### src/rtl/command_decoder_if.sv
// command_decoder_if: byte stream in, decoded command out, for the SUMP command decoder
// Signals:
//   rx_data[7:0]   received byte, valid while rx_valid is high
//   rx_valid       single-cycle strobe per received byte
//   opcode[7:0]    opcode of the last completed command
//   command[31:0]  argument of the last completed command (0 for short commands)
//   cmd_recv_rx    one-cycle pulse: opcode/command hold a new command
//   busy           high while a long command is partially received
//   cmd_timeout    one-cycle pulse: partial long command discarded
// Modports: master = byte source / command consumer, slave = decoder.
interface command_decoder_if;
    logic [7:0]  rx_data;
    logic        rx_valid;
    logic [7:0]  opcode;
    logic [31:0] command;
    logic        cmd_recv_rx;
    logic        busy;
    logic        cmd_timeout;
    modport master (
        output rx_data, rx_valid,
        input  opcode, command, cmd_recv_rx, busy, cmd_timeout
    );
    modport slave (
        input  rx_data, rx_valid,
        output opcode, command, cmd_recv_rx, busy, cmd_timeout
    );
endinterface

### src/rtl/command_decoder.sv
// command_decoder: assembles SUMP command bytes into an opcode and 32-bit argument
// Ports:
//   clock      system clock, rising edge
//   ext_reset  asynchronous active-high reset
//   bus        command_decoder_if.slave (rx_data/rx_valid in; opcode, command,
//              cmd_recv_rx, busy, cmd_timeout out)
// Parameter TIMEOUT_CYCLES: inter-byte timeout in cycles (>= 2), used only when
// the macro CMD_TIMEOUT_EN is defined; otherwise cmd_timeout is tied low and a
// partial long command waits indefinitely.
module command_decoder #(
    parameter int TIMEOUT_CYCLES = 100000
) (
    input logic               clock,
    input logic               ext_reset,
    command_decoder_if.slave  bus
);
    localparam logic [0:0] IDLE = 1'b0;
    localparam logic [0:0] ARGS = 1'b1;

    if (TIMEOUT_CYCLES < 2) begin : g_bad_timeout
        $error("TIMEOUT_CYCLES must be >= 2");
    end

    logic [0:0]  state;
    logic [7:0]  op_asm;
    logic [31:0] arg_asm;
    logic [1:0]  cnt;
    logic [7:0]  opcode;
    logic [31:0] command;
    logic        cmd_recv_rx;
    logic        timed_out;

`ifdef CMD_TIMEOUT_EN
    localparam int TW = $clog2(TIMEOUT_CYCLES + 1);
    localparam logic [TW-1:0] TLIM = TW'(TIMEOUT_CYCLES);
    logic [TW-1:0] tcnt;
    logic          cmd_timeout;

    // Any received byte restarts the idle count; IDLE holds it at zero.
    always_ff @(posedge clock or posedge ext_reset)
        if (ext_reset)
            tcnt <= '0;
        else
            tcnt <= (state == IDLE || bus.rx_valid || tcnt == TLIM) ? '0 : tcnt + TW'(1);

    // A byte in the terminal-count cycle wins over the timeout.
    assign timed_out = (state == ARGS) && !bus.rx_valid && (tcnt == TLIM);

    always_ff @(posedge clock or posedge ext_reset)
        if (ext_reset)
            cmd_timeout <= 1'b0;
        else
            cmd_timeout <= timed_out;

    assign bus.cmd_timeout = cmd_timeout;
`else
    assign timed_out       = 1'b0;
    assign bus.cmd_timeout = 1'b0;
`endif

    always_ff @(posedge clock or posedge ext_reset)
        if (ext_reset) begin
            state       <= IDLE;
            op_asm      <= '0;
            arg_asm     <= '0;
            cnt         <= '0;
            opcode      <= '0;
            command     <= '0;
            cmd_recv_rx <= 1'b0;
        end else begin
            cmd_recv_rx <= 1'b0;
            if (state == IDLE) begin
                if (bus.rx_valid && !bus.rx_data[7]) begin
                    opcode      <= bus.rx_data;
                    command     <= '0;
                    cmd_recv_rx <= 1'b1;
                end else if (bus.rx_valid) begin
                    op_asm  <= bus.rx_data;
                    arg_asm <= '0;
                    cnt     <= '0;
                    state   <= ARGS;
                end
            end else if (bus.rx_valid) begin
                arg_asm[{cnt, 3'b000} +: 8] <= bus.rx_data;
                cnt                         <= cnt + 2'd1;
                if (cnt == 2'd3) begin
                    opcode      <= op_asm;
                    command     <= {bus.rx_data, arg_asm[23:0]};
                    cmd_recv_rx <= 1'b1;
                    state       <= IDLE;
                end
            end else if (timed_out) begin
                op_asm  <= '0;
                arg_asm <= '0;
                cnt     <= '0;
                state   <= IDLE;
            end
        end

    assign bus.opcode      = opcode;
    assign bus.command     = command;
    assign bus.cmd_recv_rx = cmd_recv_rx;
    assign bus.busy        = (state == ARGS);
endmodule

### src/flat_wrapper.sv
// flat-port wrapper written by rule: the top's interface ports become plain ports
module command_decoder_flat 
#(
    parameter int TIMEOUT_CYCLES = 100000
)
  (clock, ext_reset, bus_rx_data, bus_rx_valid, bus_opcode, bus_command, bus_cmd_recv_rx, bus_busy, bus_cmd_timeout);
  command_decoder_if bus_i ();
  input logic clock;
  input logic ext_reset;
  input wire logic [$bits(bus_i.rx_data)-1:0] bus_rx_data;
  input wire logic [$bits(bus_i.rx_valid)-1:0] bus_rx_valid;
  output wire logic [$bits(bus_i.opcode)-1:0] bus_opcode;
  output wire logic [$bits(bus_i.command)-1:0] bus_command;
  output wire logic [$bits(bus_i.cmd_recv_rx)-1:0] bus_cmd_recv_rx;
  output wire logic [$bits(bus_i.busy)-1:0] bus_busy;
  output wire logic [$bits(bus_i.cmd_timeout)-1:0] bus_cmd_timeout;
  assign bus_i.rx_data = bus_rx_data;
  assign bus_i.rx_valid = bus_rx_valid;
  assign bus_opcode = bus_i.opcode;
  assign bus_command = bus_i.command;
  assign bus_cmd_recv_rx = bus_i.cmd_recv_rx;
  assign bus_busy = bus_i.busy;
  assign bus_cmd_timeout = bus_i.cmd_timeout;
  command_decoder #(.TIMEOUT_CYCLES(TIMEOUT_CYCLES)) u_core (.clock(clock), .ext_reset(ext_reset), .bus(bus_i));
endmodule
### config.mk
export PLATFORM = sky130hd
export DESIGN_NAME = command_decoder_flat
export DESIGN_NICKNAME = d
export VERILOG_FILES = /design/src/rtl/command_decoder_if.sv /design/src/rtl/command_decoder.sv /design/src/flat_wrapper.sv
export SDC_FILE = /design/constraint.sdc
export NUM_CORES = 1
export LEC_CHECK = 0
export CORE_MARGIN = 2
export CORE_UTILIZATION = 31
export DETAILED_ROUTE_END_ITERATION = 7
export PLACE_DENSITY = 0.48
export SYNTH_ARGS = -nofsm -noshare
export SYNTH_HDL_FRONTEND = slang
export SYNTH_SLANG_ARGS = --single-unit
### constraint.sdc
create_clock -name clock -period 7.9 [get_ports clock]
set_clock_uncertainty 0.2 [all_clocks]
set_input_delay 1.58 -clock clock [delete_from_list [all_inputs] [get_ports clock]]
set_output_delay 1.58 -clock clock [all_outputs]
set_load 0.03 [all_outputs]
# --- Yosys cells after proc, flatten, opt, wreduce, memory -nomap -nowiden ---
# Index checks and enable logic that the tools add are counted.
totals:
  output_inout_bits: 43
  regBits: 84
  inputBits: 11
classes:
  n_addsub: 2
  bitwise: 2
  n_reduce_logical: 7
  n_eq_ne: 4
  shifts: 2
  n_mux: 26
ops:
  columns: ["operator", "n"]
  rows:
  - ["$mux W32", 8]
  - ["$bwmux W32", 1]
  - ["$mux W8", 4]
  - ["$shift A8 B7 Y32 const A", 1]
  - ["$shiftx A8 B7 Y32", 1]
  - ["$mux W1", 9]
  - ["$reduce_and A3 Y1", 3]
  - ["$mux W2", 4]
  - ["$neg A5 Y7", 1]
  - ["$ne A2 B2 Y1 const B", 2]
  - ["$reduce_bool A2 Y1", 2]
  - ["$add A2 B1 Y2 const B", 1]
  - ["$eq A2 B2 Y1 const B", 1]
  - ["$ne A2 B1 Y1 const B", 1]
  - ["$not A1 Y1", 2]
  - ["$logic_and A1 B1 Y1", 1]
  - ["$logic_not A1 Y1", 1]

# --- Logic depth before layout (Yosys ltp) ---
depth:
  word_depth: 5
  ltp_mapped: 7
  ltp_nobuf: 5

# --- Worst setup path before layout ---
# No wires, ideal clock.
synth_path:
  kind: "input port to flip-flop"
  from: "input port bus_rx_valid"
  to: "register u_core.command[10] (netlist: u_core.bus.command[10])"
  slack_ns: 5.134
  required_ns: 7.579
  path_stages: 5
  arrival_ns: 2.445
  path_cell_list: "buf_4 > and3_1 > clkbuf_1 > buf_2 > a22o_1"
synth_via:
  elab_chain_cells: 3
  word_cells_on_any_way: 4
  cone_classes: "eq/ne (1); reduce/logical (3)"
synth_lines:
  columns: ["element", "line", "text"]
  rows:
  - ["start, declared", "flat_wrapper.sv:11", "input wire logic [$bits(bus_i.rx_valid)-1:0] bus_rx_valid;"]
  - ["$logic_and A1 B1 Y1", "command_decoder.sv:73", "if (bus.rx_valid && !bus.rx_data[7]) begin"]
  - ["$reduce_bool A2 Y1 (no line)", null, null]
  - ["$reduce_and A3 Y1 (no line) (*)", null, null]
  - ["end signal, assigned", "command_decoder.sv:88", "command <= {bus.rx_data, arg_asm[23:0]};"]
  - ["end, declared", "command_decoder.sv:29", "logic [31:0] command;"]
# Every way passes the cells marked *; elsewhere a longest branch is shown, timed or not.
# A chain may end at the register's enable or synchronous reset.

# --- Final worst setup path ---
layout_path:
  from: "input port bus_rx_data[7]"
  to: "register u_core.opcode[0] (netlist: u_core.bus.opcode[0])"
layout_via:
  elab_chain_cells: 4
layout_lines:
  columns: ["element", "line", "text"]
  rows:
  - ["start, declared", "flat_wrapper.sv:10", "input wire logic [$bits(bus_i.rx_data)-1:0] bus_rx_data;"]
  - ["$logic_not A1 Y1", "command_decoder.sv:73", null]
  - ["$logic_and A1 B1 Y1", "command_decoder.sv:73", null]
  - ["$reduce_bool A2 Y1 (no line)", null, null]
  - ["$reduce_and A3 Y1 (no line)", null, null]
  - ["end signal, assigned", "command_decoder.sv:74", "opcode <= bus.rx_data;"]
  - ["end signal, assigned", "command_decoder.sv:87", "opcode <= op_asm;"]
  - ["end, declared", "command_decoder.sv:28", "logic [7:0] opcode;"]
# No other way between the ends.

==> results.tsv <==
metric	value	unit
power per cell area	387	nW/um2
Clock Sinks	76	
CTS tree	yes	
Fillers	1025	
hold path start	u_core.op_asm[7]	
fin cells	463	
Setup crit start kind	input pin	
Mapped Cells	274	
Critical Path Fanout Max	26	
PostCTS Resize Cnt	0	
arrival time at the worst endpoint	3.45	ns
synth top area cells	dfrtp_1 (58%), mux2_2 (6.9%), a22o_1 (6.2%), nand4_1 (3.4%), inv_1 (3.3%)	
placed instance count	448	
Post-DP Area	3890	um2
final design utilization	39.5	%
biggest area consumer among synthesized cells	dfrtp_1	
worst skew pair latency	0.34	ns
setup TNS	0	ns
cts hold-fix bufs	0	
unique cell type count in the Yosys netlist	32	
final WL	7180	um
Setup Buffers After CTS	0	
Post-DP HPWL	4530	um
largest net degree at the start of global routing	77	
initial antenna violation count	0	
storage element area	1900	um2
drt initial violations	210	
Static Leak	1.82	nW
Die Ht	107	um
vias per cell	4.57	
share of post-route cells with drive strength above 1	14.1	%
max-slew violations	0	
H-Tree Depth	3	
chip width	107	um
final antenna-violating net count	0	
CTS buffer count	9	
Tot Pwr	1.57	mW
Nets	339	
hold path depth	1	
GP Congestion	0.692	
critical-path cell list	clkdlybuf4s50_1 -> nor2_1 -> o21ai_4 -> inv_4 -> mux2_4	
RSZ-0062 raised after global routing	no	
Hold EP	u_core.op_asm[7]	
maxcap violations	0	
clock buffer depth	2	
Max-slew headroom	35.9	%
Final Hold Viols	0	
Tmin final	3.42	ns
first-pass GRT wire length	11900	um
synth warn	0	
DR DRC count	0	
Place WS	4.12	ns
Initial Util	31.8	%
Worst Reg-to-Reg Cells	5	
DR pass1 iterations	4	
Final WS setup	4.48	ns
Post-Syn Area	3270	um2
Critical Path End Type	flip-flop	
vias after detailed routing	2115	
crit share post-route	43.2	%
WS Path Type	in -> reg	
GRT Total Usage	13.8	%
Hold Crit Class	reg -> reg	
Worst EP required	7.94	ns
Layout area overhead	24.4	%
syn avg cell area	11.9	um2
Antenna diodes	0	
Top FF cell, synth	dfrtp_1	
PortBufs	52	
Rows	37	
status	completed	
Yosys reg bits	76	
wire per inst	15.5	um
clock slew at reported path FFs	0.08	ns
Hold Slack	0.293	ns
number of global-route vias before repair	2234	
Seq/Total Area, Yosys	58.2	%
Post-Syn Nets	290	
Synth async-reset ratio	100	%
multi-input logic area	1150	um2
Reg-to-Reg Start	u_core.cnt[0]	
core area	10300	um2
number of flops mapped to enable cells by yosys	0	
worst reg2reg setup slack	5.09	ns
Critical Path Slowest Stage Cell	clkdlybuf4s50_1	
# setup viols final	0	
worst setup path startpoint	bus_rx_data[7]	
post-synth top area share	58.2	%
num ports	54	
grt ovf	0	
Highest Clock Rate	293	MHz
Reg2Reg Capture Point	u_core.bus.opcode[2]	
Worst-Margin Slew	0.961	ns
worst vdd ir	0.000142	V
slowest stage delay, CP	0.68	ns
Die ar.	11400	um2
clk root buf	clkbuf_8	
fin area	4060	um2
==> how the worst max path moves through the flow <==
stage,cells past startpoint,to
6_report,5,u_core.bus.opcode[0]
2_1_floorplan,1,u_core.arg_asm[0]
5_1_grt,5,u_core.bus.opcode[2]
3_3_place_gp,5,u_core.bus.opcode[0]
3_5_place_dp,5,u_core.bus.opcode[0]
4_1_cts,5,u_core.bus.opcode[0]
==> area by class of cell <==
class	count	area share (%)
Clock buffer	13	3.91
Clock inverter	2	0.246
Inverter	30	2.83
Multi-Input combinational cell	150	28.4
Sequential cell	76	46.8
Tap cell	136	4.19
Timing Repair Buffer	56	13.6
==> critical path, delay by kind of cell <==
kind	cells	cell delay, ns
buffers and inverters	2	0.90
AO/OA/AOI/OAI	1	0.49
multiplexers	1	0.34
AND/OR/NAND/NOR	1	0.13
==> power breakdown <==
group	internal [mW]	switching, mW	leakage (nW)
Sequential	0.534	0.0872	1.01
Combinational	0.302	0.386	0.720
Clock	0.129	0.134	0.0893
Total	0.964	0.607	1.82
==> layer usage <==
metal	routed length (um)	share of wire (%)	track usage, %	vias to the layer above
li1	-	-	-	1041
met1	3700	52	20.2	1001
met2	3010	42	19.3	63
met3	348	4.8	3.40	10
met4	118	1.6	6.03	0
met5	0	0	0	-
==> kinds of logic (layout without fill, tap and decap cells) <==
kind of cell | count (synthesis) | after routing | share of synthesized area, %
buf+inv | 48 | 101 | 6.40
flops | 76 | 76 | 58.2
fa+ha+maj | 5 | 5 | 1.92
compound gates | 49 | 49 | 11.5
other cells | 1 | 1 | 0.115
mux | 37 | 37 | 12.6
simple gates | 58 | 58 | 9.31
==> state kept, by name (all words and copies together) (netlist names) <==
| signal | flops |
|---|---|
| u_core.bus.cmd_recv_rx | 1 |
| u_core.bus.busy | 1 |
| u_core.arg_asm | 24 |
| u_core.bus.opcode | 8 |
| u_core.bus.command | 32 |
| u_core.op_asm | 8 |
| u_core.cnt | 2 |
==> layout by cell type, fill, tap and decap left out, types with 2 or more instances in the layout <==
cell type	count
a22o_1	23
o21ai_0	20
o21ai_4	3
dfrtp_1	76
clkdlybuf4s50_1	52
nor2_1	10
inv_1	28
clkbuf_1	2
buf_4	4
ha_1	5
clkinv_2	2
mux2_2	20
mux2i_1	8
and2_1	4
nand2_1	18
clkbuf_8	11
nand4_1	18
mux2_1	8
==> Yosys cell counts, types with 4 or more instances <==
master / count
dfrtp_1: 76
inv_1: 29
a22o_1: 23
mux2_2: 20
o21ai_0: 20
nand2_1: 18
nand4_1: 18
nor2_1: 10
mux2_1: 8
mux2i_1: 8
clkbuf_1: 7
buf_2: 6
ha_1: 5
and2_1: 4
Note: power is estimated with default switching activity, not from simulation.
